### src/rtl/ifu_fetch_queue_if.sv
// Fetch-queue bus bundle: instruction-memory request/response port
// plus the decoded-side instruction queue head.
interface ifu_fetch_queue_if;
   logic        im_req_valid;
   logic        im_req_ready;
   logic [31:0] im_req_addr;
   logic        im_rsp_valid;
   logic [31:0] im_rsp_data;
   logic        out_valid;
   logic        out_ready;
   logic [31:0] out_instr;
   logic [31:0] out_pc;
   logic [31:0] out_pc4;

   modport master (
      output im_req_valid, im_req_addr,
      input  im_req_ready, im_rsp_valid, im_rsp_data,
      output out_valid, out_instr, out_pc, out_pc4,
      input  out_ready
   );

   modport slave (
      input  im_req_valid, im_req_addr,
      output im_req_ready, im_rsp_valid, im_rsp_data,
      input  out_valid, out_instr, out_pc, out_pc4,
      output out_ready
   );
endinterface

### src/rtl/ifu_fetch_queue.sv
// Fetch unit: single-outstanding word fetches into a PC-tagged queue,
// with internal j/br/jr redirect targets and stale-response dropping.
module ifu_fetch_queue #(
   parameter logic [31:0] RESET_PC = 32'h0000_3000,
   parameter int          QDEPTH   = 4
) (
   input  logic        clk,
   input  logic        reset,
   ifu_fetch_queue_if.master bus,
   input  logic        j_valid,
   input  logic [25:0] j_index,
   input  logic        br_taken,
   input  logic [15:0] br_imm,
   input  logic        jr_valid,
   input  logic [31:0] jr_target,
   input  logic [31:0] redir_base
);
   localparam int AW = $clog2(QDEPTH);
   localparam logic [AW:0] QFULL = (AW+1)'(QDEPTH);

   typedef struct packed {
      logic [31:0] instr;
      logic [31:0] pc;
   } qent_t;

   logic [31:0]   fetch_pc;
   logic [31:0]   req_addr;
   logic [31:0]   pend_pc;
   logic [31:0]   target;
   logic          req_valid;
   logic          outstanding;
   logic          stale;
   logic [AW-1:0] wr_ptr;
   logic [AW-1:0] rd_ptr;
   logic [AW:0]   count;
   qent_t         q [QDEPTH];

   logic redir;
   logic accept;
   logic rsp;
   logic push;
   logic pop;
   logic issue;
   logic pending;

   always_comb begin
      target = jr_target & ~32'd3;
      if (j_valid)
         target = {redir_base[31:28], j_index, 2'b00};
      else if (br_taken)
         target = redir_base + 32'd4
                + {{14{br_imm[15]}}, br_imm, 2'b00};
   end

   assign redir   = j_valid | br_taken | jr_valid;
   assign accept  = req_valid & bus.im_req_ready;
   assign rsp     = bus.im_rsp_valid & outstanding;
   assign push    = rsp & ~stale & ~redir;
   assign pop     = (count != '0) & bus.out_ready & ~redir;
   assign pending = req_valid | (outstanding & ~bus.im_rsp_valid);
   assign issue   = ~req_valid & ~outstanding & ~stale
                  & ~redir & (count < QFULL);

   always_ff @(posedge clk or posedge reset) begin
      if (reset) begin
         fetch_pc    <= RESET_PC;
         req_valid   <= 1'b0;
         req_addr    <= RESET_PC;
         outstanding <= 1'b0;
         stale       <= 1'b0;
         pend_pc     <= '0;
      end else begin
         if (issue) begin
            req_valid <= 1'b1;
            req_addr  <= fetch_pc;
         end else if (accept) begin
            req_valid <= 1'b0;
         end
         if (accept) begin
            outstanding <= 1'b1;
            pend_pc     <= req_addr;
         end else if (rsp) begin
            outstanding <= 1'b0;
         end
         // a stale request's accept must not advance the new stream
         if (redir)
            fetch_pc <= target;
         else if (accept & ~stale)
            fetch_pc <= fetch_pc + 32'd4;
         if (redir & pending)
            stale <= 1'b1;
         else if (rsp)
            stale <= 1'b0;
      end
   end

   always_ff @(posedge clk or posedge reset) begin
      if (reset) begin
         wr_ptr <= '0;
         rd_ptr <= '0;
         count  <= '0;
         for (int i = 0; i < QDEPTH; i++)
            q[i] <= '0;
      end else if (redir) begin
         wr_ptr <= '0;
         rd_ptr <= '0;
         count  <= '0;
      end else begin
         if (push) begin
            q[wr_ptr] <= '{instr: bus.im_rsp_data, pc: pend_pc};
            wr_ptr    <= wr_ptr + 1'b1;
         end
         if (pop)
            rd_ptr <= rd_ptr + 1'b1;
         if (push & ~pop)
            count <= count + 1'b1;
         else if (pop & ~push)
            count <= count - 1'b1;
      end
   end

   assign bus.im_req_valid = req_valid;
   assign bus.im_req_addr  = req_addr;
   assign bus.out_valid    = (count != '0);
   assign bus.out_instr    = q[rd_ptr].instr;
   assign bus.out_pc       = q[rd_ptr].pc;
   assign bus.out_pc4      = q[rd_ptr].pc + 32'd4;
endmodule

### src/flat_wrapper.sv
// flat-port wrapper written by rule: the top's interface ports become plain ports
module ifu_fetch_queue_flat 
#(
   parameter logic [31:0] RESET_PC = 32'h0000_3000,
   parameter int          QDEPTH   = 4
)
  (clk, reset, j_valid, j_index, br_taken, br_imm, jr_valid, jr_target, redir_base, bus_im_req_valid, bus_im_req_addr, bus_im_req_ready, bus_im_rsp_valid, bus_im_rsp_data, bus_out_valid, bus_out_instr, bus_out_pc, bus_out_pc4, bus_out_ready);
  ifu_fetch_queue_if bus_i ();
  input  logic clk;
  input  logic reset;
  input  logic j_valid;
  input  logic [25:0] j_index;
  input  logic br_taken;
  input  logic [15:0] br_imm;
  input  logic jr_valid;
  input  logic [31:0] jr_target;
  input  logic [31:0] redir_base;
  output wire logic [$bits(bus_i.im_req_valid)-1:0] bus_im_req_valid;
  output wire logic [$bits(bus_i.im_req_addr)-1:0] bus_im_req_addr;
  input wire logic [$bits(bus_i.im_req_ready)-1:0] bus_im_req_ready;
  input wire logic [$bits(bus_i.im_rsp_valid)-1:0] bus_im_rsp_valid;
  input wire logic [$bits(bus_i.im_rsp_data)-1:0] bus_im_rsp_data;
  output wire logic [$bits(bus_i.out_valid)-1:0] bus_out_valid;
  output wire logic [$bits(bus_i.out_instr)-1:0] bus_out_instr;
  output wire logic [$bits(bus_i.out_pc)-1:0] bus_out_pc;
  output wire logic [$bits(bus_i.out_pc4)-1:0] bus_out_pc4;
  input wire logic [$bits(bus_i.out_ready)-1:0] bus_out_ready;
  assign bus_im_req_valid = bus_i.im_req_valid;
  assign bus_im_req_addr = bus_i.im_req_addr;
  assign bus_i.im_req_ready = bus_im_req_ready;
  assign bus_i.im_rsp_valid = bus_im_rsp_valid;
  assign bus_i.im_rsp_data = bus_im_rsp_data;
  assign bus_out_valid = bus_i.out_valid;
  assign bus_out_instr = bus_i.out_instr;
  assign bus_out_pc = bus_i.out_pc;
  assign bus_out_pc4 = bus_i.out_pc4;
  assign bus_i.out_ready = bus_out_ready;
  ifu_fetch_queue #(.RESET_PC(RESET_PC), .QDEPTH(QDEPTH)) u_core (.clk(clk), .reset(reset), .bus(bus_i), .j_valid(j_valid), .j_index(j_index), .br_taken(br_taken), .br_imm(br_imm), .jr_valid(jr_valid), .jr_target(jr_target), .redir_base(redir_base));
endmodule
### config.mk
export PLATFORM = sky130hd
export DESIGN_NAME = ifu_fetch_queue_flat
export DESIGN_NICKNAME = d
export VERILOG_FILES = /design/src/rtl/ifu_fetch_queue_if.sv /design/src/rtl/ifu_fetch_queue.sv /design/src/flat_wrapper.sv
export SDC_FILE = /design/constraint.sdc
export NUM_CORES = 1
export LEC_CHECK = 0
export CORE_MARGIN = 2
export CORE_UTILIZATION = 40
export CTS_CLUSTER_DIAMETER = 100
export DETAILED_ROUTE_END_ITERATION = 8
export PLACE_DENSITY = 0.63
export SETUP_SLACK_MARGIN = 0.4
export SLEW_MARGIN = 30
export SYNTH_ARGS = -nofsm -noshare
export SYNTH_HDL_FRONTEND = slang
export SYNTH_SLANG_ARGS = --single-unit
### constraint.sdc
create_clock -name clk -period 20.2 [get_ports clk]
set_input_delay 4.04 -clock clk [delete_from_list [all_inputs] [get_ports clk]]
set_output_delay 4.04 -clock clk [all_outputs]
set_load 0.01 [all_outputs]
==> flow_metrics.tcl <==
set metrics [dict create \
    synth_nets 1642 \
    timing.final.crit_period_ns 8.83 \
    synth-main-ff-cell "dfrtp_1" \
    clk_latency_ns 0.54 \
    antenna_left 0 \
    ir_drop_v 0.0000634 \
    avgRoutedWirePerCell_um 20.2 \
    cts_hold_buffers 0 \
    ys_async_sr_fraction 1.00 \
    whs_ns 0.499 \
    synth_top_area_frac 0.482 \
    clock_sinks 362 \
    cts_resized 0 \
    hold_start "u_core.q[89]$_DFFE_PP0P_" \
    p_leak_nw 10.6 \
    fin_util 0.511 \
    cts_root_buf "clkbuf_16" \
    dp_hpwl_um 32000 \
    setup_tns_ns 0 \
    ys_seq_elements 362 \
    grt_pass1_wl_um 73900 \
    end_kind "output pin" \
    netlist_top_cells_count "358 x dfrtp_1, 321 x mux2_2, 83 x nand2_1" \
    clock_path_buffers 3 \
    yosys.area.top_type "dfrtp_1" \
    power_density_nw_per_um2 87.3 \
    cts_setup_buffers 0 \
    netlist_instances 1430 \
    synth_simple_gate_area_frac 0.0623 \
    row_count 78 \
    max_freq_mhz 113 \
    synth_edf_count 0 \
    synth_compound_area_frac 0.0745 \
    synth_top_family_by_area "multiplexers" \
    ctsHtreeMaxLevel 2 \
    finalPower_mw 2.03 \
    worstReg2RegStart "u_core.fetch_pc[12]$_DFFE_PP1P_" \
    core_region_area_um2 45600 \
    grt_util_all_layers 0.195 \
    drt-pass1-iter-count 5 \
    synth_adder_area_share 0.0452 \
    antenna_found_initial 1 \
    cp.arrival_ns 4.79 \
    synth.most_common_cell "dfrtp_1" \
    outcome "finished, final reports clean" \
    crit_type "reg2out" \
    gp_congestion 0.893 \
    crit_fanout 40 \
    grt_remaining_overflow 0 \
    syn_area_um2 18600 \
    syn_avg_cell_area_um2 13.0 \
    grt_max_degree 194 \
    die_area_um2 48200 \
    drtIter0Drc 665 \
    drcViolationCount 0 \
    worst_slew_pin_slew_ns 0.863 \
    pin_count 276 \
    synth.distinct_cells 71 \
    cts_buffers 40 \
    rsz0062_at_grt "no" \
    fin_crit_sh 0.437 \
    grt_pass1_vias 13300 \
    cp-startpoint "u_core.rd_ptr[0]$_DFFE_PP0P_" \
    die_w_um 220 \
    area.growth.synth_to_final_pct 25.3 \
    drive_gt1_frac 0.285 \
    final_nets 1901 \
    synth_warnings 0 \
    ys_top_cells_by_area "dfrtp_1 48%, mux2_2 19%, mux4_2 7.8%, ha_1 4.3%, nand2_1 1.7%" \
    synth_xor_area_frac 0.0320 \
    start_util 0.408 \
    dieHeight_um 220 \
    r2r_setup_slack_ns 17.61 \
    via_count 12800 \
    drv_slew 0 \
    start_kind "flop" \
    yosysSeqAreaShare 0.488 \
    cts_tree "built" \
    clk_pin_slew_worst_paths_ns 0.06 \
    routed_wl_um 46800 \
    antenna_cells 0 \
    vias_per_cell 5.52 \
    slew_headroom 0.425 \
    synthMuxAreaShare 0.275 \
    clock_skew_ns 0.0167 \
    cap_violations 0 \
    hold_path_class "reg2reg" \
    final-setup-viol-count 0 \
    portBuffers 273 \
    hold_viol 0 \
    critPathRequiredTime_ns 16.16 \
]
per-layer routing:
metal	vias to the layer above	global-route usage	share of wire
met5	-	0	0.00015
met4	2	0.0505	0.021
met3	69	0.0417	0.063
met2	352	0.323	0.47
met1	6505	0.260	0.45
li1	5857	-	-
through the flow:
step | area, um2 | worst slack, ns | std cells
5_1_grt | 23300 | 10.96 | 2317
6_report | 23300 | 11.37 | 2317
3_3_place_gp | 21900 | 11.76 | 2246
2_1_floorplan | 18600 | 6.12 | 1430
3_5_place_dp | 21900 | 11.74 | 2246
4_1_cts | 23300 | 11.16 | 2316
cell usage in the layout (no fill, tap or decap), types with 7 or more instances in the layout:
cell type and n:
nand4_1 9, nor3_1 8, buf_4 8, o21ai_0 48, or3_1 10, clkbuf_8 10, inv_1 26, xor2_1 35
and3_1 13, nand3_1 29, xnor2_1 33, a21o_1 17, nand2_1 79, a31oi_1 15, clkdlybuf4s50_1 273, o31ai_1 7
o221ai_1 7, ha_1 64, clkbuf_1 8, mux2_2 321, a211oi_1 10, mux4_2 64, nor2_1 49, a21oi_1 48
clkbuf_16 42, dfrtp_1 356
registers in the layout, summed over array words and instances, names as in the netlist:
register                 count
u_core.q                   256
u_core.bus.im_req_addr      32
u_core.fetch_pc             32
u_core.pend_pc              32
u_core.count                 3
u_core.rd_ptr                2
u_core.wr_ptr                2
u_core.bus.im_req_valid      1
u_core.outstanding           1
u_core.stale                 1
power breakdown:
| group | switching (mW) | internal (mW) |
|---|---|---|
| Clock | 0.287 | 0.442 |
| Combinational | 0.172 | 0.221 |
| Sequential | 0.0994 | 0.811 |
worst paths after layout:
check	to	cells after the start
setup / recovery	bus_out_pc4[29]	9
hold / removal	u_core.q[89]$_DFFE_PP0P_	1
setup reg to reg	u_core.fetch_pc[29]$_DFFE_PP0P_	7
hold reg to reg	u_core.q[89]$_DFFE_PP0P_	1
max in group asynchronous	u_core.q[226]$_DFFE_PP0P_	4
min in group asynchronous	u_core.bus.im_req_addr[0]$_DFFE_PP0P_	2
cells by family after synthesis:
| kind of cell | Yosys count |
|---|---|
| mux | 391 |
| buf+inv | 95 |
| flops | 362 |
| xor+xnor | 68 |
| compound gates | 208 |
| fa+ha+maj | 66 |
| simple gates | 240 |
area by class of cell:
class                      instances  area, um2
timing repair buffer             284       2850
sequential                       362       9070
multi-input combinational        973       9180
tap                              600        751
fill                            4071      22300
clock inverter                    10        114
inverter                          28        113
clock buffer                      60       1220
critical path, stage by stage (launching register included):
cell and delay [ns]:
dfrtp_4 0.99, buf_4 0.62, mux4_2 0.46, and4_1 0.33, nand3_1 0.30, nor2_4 0.33, nand2_1 0.22, nor3_1 0.26
xor2_1 0.17, clkdlybuf4s50_1 0.55
Power figures use the tool's default switching activity.
